### src/rtl/instr_fetch_decode.sv
// instr_fetch_decode -- PDP-8 front end: fetch, decode, effective-address
// resolution, and hand-off of one instruction at a time to EXEC.
//
// Ports:
//   clk, reset_n          clock, synchronous active-low reset
//   ifu_rd_req/addr/data  memory read port (data returns the cycle after req)
//   ifu_wr_req/addr/data  autoindex write-back port (all zero unless AUTOINDEX_EN)
//   stall, PC_value       EXEC handshake; PC_value taken when stall falls
//   base_addr             effective address of the issued memory instruction
//   pdp_mem_opcode        one-hot memory-reference opcode plus address
//   pdp_op7_opcode        one-hot operate microinstruction
//   halted                set once HLT (7402) has been decoded
//
// Optional feature macro: AUTOINDEX_EN -- indirect references through
// 0010-0017 pre-increment the pointer and write it back before issue.

`ifndef PDP_START_ADDRESS
`define PDP_START_ADDRESS 12'o0200
`endif

package pdp_pkg;
    localparam int ADDR_WIDTH = 12;
    localparam int DATA_WIDTH = 12;

    typedef struct packed {
        logic        AND;
        logic        TAD;
        logic        ISZ;
        logic        DCA;
        logic        JMS;
        logic        JMP;
        logic [11:0] mem_inst_addr;
    } pdp_mem_opcode_s;

    typedef struct packed {
        logic NOP;
        logic IAC;
        logic RAL;
        logic RTL;
        logic RAR;
        logic RTR;
        logic CML;
        logic CMA;
        logic CIA;
        logic CLL;
        logic CLA;
        logic CLA_CLL;
        logic OSR;
        logic SKP;
        logic SNL;
        logic SZL;
        logic SZA;
        logic SNA;
        logic SMA;
        logic SPA;
        logic CLA2;
    } pdp_op7_opcode_s;
endpackage

module instr_fetch_decode
    import pdp_pkg::*;
#(
    parameter logic [ADDR_WIDTH-1:0] START_ADDRESS = `PDP_START_ADDRESS
) (
    input  logic                  clk,
    input  logic                  reset_n,
    output logic                  ifu_rd_req,
    output logic [ADDR_WIDTH-1:0] ifu_rd_addr,
    input  logic [DATA_WIDTH-1:0] ifu_rd_data,
    output logic                  ifu_wr_req,
    output logic [ADDR_WIDTH-1:0] ifu_wr_addr,
    output logic [DATA_WIDTH-1:0] ifu_wr_data,
    input  logic                  stall,
    input  logic [ADDR_WIDTH-1:0] PC_value,
    output logic [ADDR_WIDTH-1:0] base_addr,
    output pdp_mem_opcode_s       pdp_mem_opcode,
    output pdp_op7_opcode_s       pdp_op7_opcode,
    output logic                  halted
);

    typedef enum logic [3:0] {
        FETCH_REQ, FETCH_WAIT, DECODE, IND_REQ, IND_WAIT,
        AUTO_WR, ISSUE, EXEC_WAIT, HALT
    } state_e;

    state_e                state_q, state_d;
    logic [ADDR_WIDTH-1:0] fetch_pc_q, fetch_pc_d;
    logic [DATA_WIDTH-1:0] ir_q, ir_d;
    logic [ADDR_WIDTH-1:0] base_q, base_d;
    pdp_mem_opcode_s       mem_q, mem_d;
    pdp_op7_opcode_s       op7_q, op7_d;

    // Decode of the held IR; only copied into the output registers on the
    // transition into ISSUE so the outputs stay zero during address resolution.
    pdp_mem_opcode_s       mem_dec;
    pdp_op7_opcode_s       op7_dec;
    logic [ADDR_WIDTH-1:0] dir_addr;

    // Page bit selects current page (upper PC bits) or page zero.
    assign dir_addr = ir_q[7] ? {fetch_pc_q[11:7], ir_q[6:0]} : {5'b0, ir_q[6:0]};

`ifdef AUTOINDEX_EN
    logic [DATA_WIDTH-1:0] auto_q, auto_d;
    logic                  is_auto;
    assign is_auto = (dir_addr[11:3] == 9'b0_0000_0001);
`endif

    always_comb begin
        mem_dec = '0;
        case (ir_q[11:9])
            3'd0:    mem_dec.AND = 1'b1;
            3'd1:    mem_dec.TAD = 1'b1;
            3'd2:    mem_dec.ISZ = 1'b1;
            3'd3:    mem_dec.DCA = 1'b1;
            3'd4:    mem_dec.JMS = 1'b1;
            3'd5:    mem_dec.JMP = 1'b1;
            default: mem_dec = '0;
        endcase

        // Only exact microcode words are recognised; combinations issue as zero.
        op7_dec = '0;
        case (ir_q)
            12'o7000: op7_dec.NOP     = 1'b1;
            12'o7001: op7_dec.IAC     = 1'b1;
            12'o7004: op7_dec.RAL     = 1'b1;
            12'o7006: op7_dec.RTL     = 1'b1;
            12'o7010: op7_dec.RAR     = 1'b1;
            12'o7012: op7_dec.RTR     = 1'b1;
            12'o7020: op7_dec.CML     = 1'b1;
            12'o7040: op7_dec.CMA     = 1'b1;
            12'o7041: op7_dec.CIA     = 1'b1;
            12'o7100: op7_dec.CLL     = 1'b1;
            12'o7200: op7_dec.CLA     = 1'b1;
            12'o7300: op7_dec.CLA_CLL = 1'b1;
            12'o7404: op7_dec.OSR     = 1'b1;
            12'o7410: op7_dec.SKP     = 1'b1;
            12'o7420: op7_dec.SNL     = 1'b1;
            12'o7430: op7_dec.SZL     = 1'b1;
            12'o7440: op7_dec.SZA     = 1'b1;
            12'o7450: op7_dec.SNA     = 1'b1;
            12'o7500: op7_dec.SMA     = 1'b1;
            12'o7510: op7_dec.SPA     = 1'b1;
            12'o7600: op7_dec.CLA2    = 1'b1;
            default:  op7_dec = '0;
        endcase
    end

    always_comb begin
        state_d     = state_q;
        fetch_pc_d  = fetch_pc_q;
        ir_d        = ir_q;
        base_d      = base_q;
        mem_d       = mem_q;
        op7_d       = op7_q;
        ifu_rd_req  = 1'b0;
        ifu_rd_addr = '0;
        ifu_wr_req  = 1'b0;
        ifu_wr_addr = '0;
        ifu_wr_data = '0;
`ifdef AUTOINDEX_EN
        auto_d      = auto_q;
`endif

        case (state_q)
            FETCH_REQ: begin
                ifu_rd_req  = 1'b1;
                ifu_rd_addr = fetch_pc_q;
                state_d     = FETCH_WAIT;
            end
            FETCH_WAIT: begin
                ir_d    = ifu_rd_data;
                state_d = DECODE;
            end
            DECODE: begin
                if (ir_q[11:9] <= 3'd5) begin
                    if (ir_q[8]) begin
                        state_d = IND_REQ;
                    end else begin
                        mem_d               = mem_dec;
                        mem_d.mem_inst_addr = dir_addr;
                        base_d              = dir_addr;
                        state_d             = ISSUE;
                    end
                end else if (ir_q == 12'o7402) begin
                    state_d = HALT;
                end else begin
                    // IOT and unrecognised operate words go out as all-zero.
                    op7_d   = (ir_q[11:9] == 3'd7) ? op7_dec : '0;
                    base_d  = '0;
                    state_d = ISSUE;
                end
            end
            IND_REQ: begin
                ifu_rd_req  = 1'b1;
                ifu_rd_addr = dir_addr;
                state_d     = IND_WAIT;
            end
            IND_WAIT: begin
`ifdef AUTOINDEX_EN
                if (is_auto) begin
                    auto_d  = ifu_rd_data + 12'd1;
                    state_d = AUTO_WR;
                end else
`endif
                begin
                    mem_d               = mem_dec;
                    mem_d.mem_inst_addr = ifu_rd_data;
                    base_d              = ifu_rd_data;
                    state_d             = ISSUE;
                end
            end
`ifdef AUTOINDEX_EN
            AUTO_WR: begin
                // dir_addr still names the pointer: IR and fetch_pc are unchanged.
                ifu_wr_req          = 1'b1;
                ifu_wr_addr         = dir_addr;
                ifu_wr_data         = auto_q;
                mem_d               = mem_dec;
                mem_d.mem_inst_addr = auto_q;
                base_d              = auto_q;
                state_d             = ISSUE;
            end
`endif
            ISSUE: begin
                if (stall) state_d = EXEC_WAIT;
            end
            EXEC_WAIT: begin
                if (!stall) begin
                    fetch_pc_d = PC_value;
                    mem_d      = '0;
                    op7_d      = '0;
                    base_d     = '0;
                    state_d    = FETCH_REQ;
                end
            end
            HALT: state_d = HALT;
            default: state_d = FETCH_REQ;
        endcase
    end

    always_ff @(posedge clk) begin
        if (!reset_n) begin
            state_q    <= FETCH_REQ;
            fetch_pc_q <= START_ADDRESS;
            ir_q       <= '0;
            base_q     <= '0;
            mem_q      <= '0;
            op7_q      <= '0;
`ifdef AUTOINDEX_EN
            auto_q     <= '0;
`endif
        end else begin
            state_q    <= state_d;
            fetch_pc_q <= fetch_pc_d;
            ir_q       <= ir_d;
            base_q     <= base_d;
            mem_q      <= mem_d;
            op7_q      <= op7_d;
`ifdef AUTOINDEX_EN
            auto_q     <= auto_d;
`endif
        end
    end

    assign base_addr      = base_q;
    assign pdp_mem_opcode = mem_q;
    assign pdp_op7_opcode = op7_q;
    assign halted         = (state_q == HALT);

endmodule

### config.mk
export PLATFORM = sky130hd
export DESIGN_NAME = instr_fetch_decode
export DESIGN_NICKNAME = d
export VERILOG_FILES = /design/src/rtl/instr_fetch_decode.sv
export SDC_FILE = /design/constraint.sdc
export NUM_CORES = 1
export LEC_CHECK = 0
export ABC_AREA = 1
export BUFFER_PORTS_ARGS = -buffer_cell sky130_fd_sc_hd__buf_4
export CORE_MARGIN = 4
export CORE_UTILIZATION = 46
export CTS_BUF_LIST = sky130_fd_sc_hd__clkbuf_4 sky130_fd_sc_hd__clkbuf_8 sky130_fd_sc_hd__clkbuf_16
export DETAILED_ROUTE_END_ITERATION = 10
export GPL_ROUTABILITY_DRIVEN = 0
export GPL_TIMING_DRIVEN = 0
export PLACE_DENSITY_LB_ADDON = 0.1
export SYNTH_ARGS = -nofsm -noshare
export SYNTH_HDL_FRONTEND = slang
export SYNTH_SLANG_ARGS = --single-unit
### constraint.sdc
create_clock -name clk -period 1.44 [get_ports clk]
set_input_delay 0.216 -clock clk [delete_from_list [all_inputs] [get_ports clk]]
set_output_delay 0.216 -clock clk [all_outputs]
set_load 0.005 [all_outputs]
* Word level (Yosys, flattened, before mapping) *
Index checks and enable logic that the tools add are counted.

storage, ports and cells
  input port bits = 27
  output and inout bits = 90
  register bits after elaboration = 79
  word-level logic and storage cells = 137

cells by class
  reductions and logical operators = 10
  eq/ne operators = 43
  order comparisons = 1
  bitwise operators = 1
  muxes and demuxes = 50

operators by type and width
  cell                                                                   number
  12-bit equality test, second input constant                            22
  21-bit 2-to-1 mux                                                      4
  12-bit 2-to-1 mux                                                      5
  18-bit 2-to-1 mux                                                      3
  18-bit one-hot mux with 3 select lines                                 1
  21-bit one-hot mux with 2 select lines                                 1
  12-bit one-hot mux with 3 select lines                                 1
  4-bit one-hot mux with 8 select lines                                  1
  1-bit 2-to-1 mux                                                       28
  12-bit one-hot mux with 2 select lines                                 1
  4-bit 2-to-1 mux                                                       4
  4-bit by 3-bit equality test with 1-bit output, second input constant  3
  2-bit inequality test, second input constant                           6
  4-bit AND reduction                                                    3
  3-bit equality test, second input constant                             3
  4-bit by 2-bit equality test with 1-bit output, second input constant  2
  3-bit by 2-bit equality test with 1-bit output, second input constant  2
  3-bit inequality test, second input constant                           2
  4-bit by 1-bit equality test with 1-bit output, second input constant  1
  4-bit equality test, second input constant                             1
  4-bit zero test                                                        1
  2-bit AND reduction                                                    2
  3-bit by 1-bit equality test with 1-bit output, second input constant  1
  3-bit <= comparator, second input constant                             1
  6 further kinds                                                        6

* Longest topological paths before layout *
  word-level depth = 6
  gate-level depth with buffers = 12
  mapped depth without buffers = 10

* Worst setup path after synthesis *
OpenSTA, ideal clock, no wires.

  path kind = flip-flop to flip-flop
  start point = register state_q[2]
  end point = register mem_q, in the netlist pdp_mem_opcode[12]
  arrival = 1.295 ns
  required time = 1.324 ns
  stages on the path, launching flop included = 11
  slack = 0.029 ns
  path buffers = 1
  path through = dfxtp_1 > inv_1 > nor2_4 > nand2_2 > nand3_2 > nand2_1 > nor2_4 > inv_2 > buf_6 > nor2_1 > nor2_1

between the ends
  longest elaborated chain between the ends = 3

ends and longest elaborated chain
  element                                                                                                                  RTL line  text
  from (decl)                                                                                                              86        state_e state_q, state_d;
  from (signal assigned)                                                                                                   253       state_q <= state_d;
  4-bit by 2-bit equality test with 1-bit output / 4-bit by 3-bit equality test with 1-bit output (equally long branches)  164       case (state_q)
  2-bit inequality test (no line) / 3-bit nonzero test (equally long branches)                                             -
  4-bit AND reduction (no line)                                                                                            -
  to (signal assigned)                                                                                                     257       mem_q <= mem_d;
  to (decl)                                                                                                                90        pdp_mem_opcode_s mem_q, mem_d;

Several ways; a longest one is shown, not always the timed one.
A chain may end at the register's enable or synchronous reset.

* Worst setup path in the final report *
  start point = register state_q[3]
  end point = output ifu_rd_addr[2]

between the ends
  longest elaborated chain between the ends = 2

ends and longest elaborated chain
  element                                                                                   RTL line  text
  4-bit by 2-bit equality test with 1-bit output / 4-bit zero test (equally long branches)  164
  12-bit one-hot mux with 2 select lines (*)                                                164
  to (decl)                                                                                 68        output logic [ADDR_WIDTH-1:0] ifu_rd_addr,

Mark *: on every way between the ends. The rest lies on a longest branch, timed or not.

==> results list <==
- For the worst setup path, the data required time is approximately 1200 ps.
- Antenna diode count: 0
- Buffers inserted during clock tree synthesis total 9.
- Sequential share of the synthesized area: 0.415
- DIE WIDTH: slightly below 100 um
- Count of nets after finishing: 711
- Buffers placed on the I/O ports in this run total 90.
- The clock reaches the later pin of the worst-skew pair after about 360 ps.
* Area grow syn2layout: 43.4%
* CTS clock-pin slew for the worst setup and hold paths: 80 ps
- In this run the vertical extent of the chip is 99.0 um.
- Crit share post-route: 1.15
- Final WS setup: -217 ps
* Ratio of cells with drive above 1 in the final layout: 0.384
* Worst hold-check path type: in2reg
- Global routing finished with a remaining overflow of 0.
- Setup repair after global routing could not meet its margin everywhere.
* Number of remaining DRC errors: 0
- Mean cell area of the mapped netlist: approximately 7 um2
* Cell area after synthesis: 3810 um2
* Synth cell types: 29
* Count of hold-fix buffers inserted at cts: 0
- The slowest stage of the critical path belongs to the cell sky130_fd_sc_hd__dfxtp_4.
* First-pass GRT wire length: between 15 and 20 mm
* Starting density of the core: 0.483
- For this run, global-route usage on met2 was measured as 0.363.
- Number of top-level design ports: about 120
- For this run, the number of Yosys warnings is 0.
* Run status: finished with violations
- After global routing, the most crowded layer is met2.
- The smallest clock period supported by the final layout is computed as 1660 ps.
* Initial antenna violation count: 0
- Across the VDD grid, the largest voltage drop is about 1.1 mV.
- Max-cap violations in this run came to 0.
- Via count: 3940
- Summed over all failing endpoints, the final setup total negative slack is -9300 ps.
- The critical path goes through nor2_4, nand2_4, buf_12, o22ai_2, buf_4.
* Sequential Area: ~1600 um2
* Gate Count Post-Synth: roughly 540
- After detailed routing, the number of vias per cell comes to between 4 and 5.
- Clock Tree Buf Depth: 2
- For the pin with the worst max-slew slack, the measured transition is 571 ps.
- Clock root buffer: sky130_fd_sc_hd__clkbuf_8
- Worst-case headroom to the max-slew limit: 0.620
* Drt first-iter violations: between 150 and 200
- Cell leakage power: approximately 2.5 nW
* Final-report hold violation count: 0
* Via count of the first global-routing pass: 3611
- The worst setup path is launched from a flip-flop.
* Clock net sink count: between 70 and 80
- The worst setup path is captured at a primary output.
* Detailed-routing iteration count for the pre-antenna-repair pass: 5
- Count of nets left with antenna violations after detail routing: 0
- Setup violations remaining at the end of the flow were counted as slightly above 60.
* Combined global-route utilization of all metal layers: 0.217
* FILL cells: ~710
- Derived from the worst setup path, the maximum achievable clock frequency is about 600 MHz.
* Placed Instance Area: between 4000 and 5000 um2
- Data arrival time of the critical path: approximately 1400 ps
* Met1 Use GR: 0.258
- The floorplan has 32 rows.
- The largest single stage delay on the critical path is 370 ps.
- After detailed routing, the average wire length per cell comes to about 14 um.
- HPWL after detailed placement: between 7 and 8 mm
- Number of H-tree levels: 3
* Total Routed Length: around 11 mm
- Core Area: a little under 8000 um2
* Worst clock skew on the final layout: between 9 and 10 ps
- The worst setup path is of the reg2out kind.
* GRT met3 Usage: 0.0764
- Power per cell area: 1920 nW/um2
- TritonCTS built the clock tree.
- The multi-input combinational cells in the finished layout cover a total of 2130 um2.
- Maximum fanout count along the critical path: 6
* Final instance area: 5460 um2
- Largest net degree at the start of global routing: 15
* Register bit total from synthesis: between 70 and 80
- The final reports fail on setup timing.
* Sum of internal, switching and leakage power: ~10 mW
- Die Footprint: between 9000 and 10000 um2
- Final max-slew violation count: 0
- Prior to clock tree synthesis, the placed netlist has a worst setup slack of -310 ps.
-- stage by stage --
stage          std cells   util  hold slack [ps]
2_1_floorplan        567      -              346
3_3_place_gp         759  0.596              441
3_5_place_dp         759  0.596              444
4_1_cts              784  0.655             82.3
5_1_grt              790  0.692             84.2
6_report             790  0.692             90.4
-- area by class of cell --
cell class,instances,share of cell area
Timing Repair Buffer,106,0.153
Clock buffer,9,0.0227
Inverter,49,0.0351
Buffer,49,0.0701
Multi-Input combinational cell,390,0.389
Sequential cell,79,0.293
Clock inverter,6,0.0128
Tap cell,102,0.0234
-- Yosys cell counts (all sizes together) --
cell type  instances  share of area
nand2            124           0.13
nor2              87          0.097
dfxtp             79           0.42
a21oi             51          0.068
inv               48          0.047
o21ai             43          0.057
buf               39          0.085
nand3             39          0.055
clkbuf            10         0.0099
o22ai              7          0.011
nand4              6         0.0099
nor4               3         0.0049
nor3               2         0.0026
and2               1         0.0016
clkinv             1        0.00098
conb               1        0.00098
nor3b              1         0.0020
o211ai             1         0.0020
-- report_power, final --
| group | total, mW | internal, mW | switching [mW] |
|---|---|---|---|
| Combinational | 5.60 | 2.37 | 3.23 |
| Clock | 1.68 | 0.803 | 0.875 |
| Sequential | 3.21 | 2.78 | 0.427 |
| Total | 10.5 | 5.96 | 4.53 |
-- worst paths after layout --
path	from	endpoint	slack, ps	cells after the start
worst max-delay path	state_q[3]	ifu_rd_addr[2]	-220	5
worst min register to register	pdp_mem_opcode[17]	pdp_mem_opcode[17]	470	2
worst min-delay path	PC_value[7]	fetch_pc_q[7]	90	3
worst max register to register	state_q[3]	base_addr[8]	-200	9
-- cell families (layout without fill, tap and decap cells) --
logic type | Yosys count | count (layout) | share of synthesized area
flops | 79 | 79 | 0.415
compound gates | 102 | 102 | 0.139
other cells | 1 | 25 | 0.000985
simple gates | 263 | 263 | 0.301
buf+inv | 98 | 219 | 0.144
-- worst max-delay path: cells and delay by family (launching register included) --
family          cells  cell delay, ps
compound gates      1             130
flops               1             370
buf+inv             2             290
simple gates        2             290
-- state kept, by name (all words and copies together) (netlist names) --
signal,cells
state_q,4
pdp_mem_opcode,18
fetch_pc_q,12
pdp_op7_opcode,21
base_addr,12
ir_q,12
-- what timing repair did --
item	CTS	global route
endpoints found under the setup margin	75	85
setup buffers	9	6
gates resized for setup	56	92
hold endpoints to repair	0	0
pin swaps	6	13
cloned	1	0
-- metal layers --
layer | part of all wire | routed length [um]
met5 | 0 | 0
met4 | 0.022 | 247
met3 | 0.073 | 825
met2 | 0.50 | 5700
met1 | 0.40 | 4580
-- layout by cell type (no fill, tap or decap), types with 6 or more instances in the layout --
cell type and n:
sky130_fd_sc_hd__inv_1 39, sky130_fd_sc_hd__nor2_4 9, sky130_fd_sc_hd__nand2_2 18, sky130_fd_sc_hd__nand4_1 6
sky130_fd_sc_hd__a21oi_2 17, sky130_fd_sc_hd__o21ai_0 25, sky130_fd_sc_hd__nand2_1 92, sky130_fd_sc_hd__dfxtp_1 72
sky130_fd_sc_hd__buf_6 16, sky130_fd_sc_hd__o21ai_1 15, sky130_fd_sc_hd__nor2_1 71, sky130_fd_sc_hd__conb_1 25
sky130_fd_sc_hd__nand2_4 14, sky130_fd_sc_hd__nor2_2 7, sky130_fd_sc_hd__clkbuf_1 6, sky130_fd_sc_hd__a21oi_1 34
sky130_fd_sc_hd__nand3_1 33, sky130_fd_sc_hd__buf_4 127, sky130_fd_sc_hd__clkbuf_8 9, sky130_fd_sc_hd__inv_2 7
(Power assumes the default switching activity.)
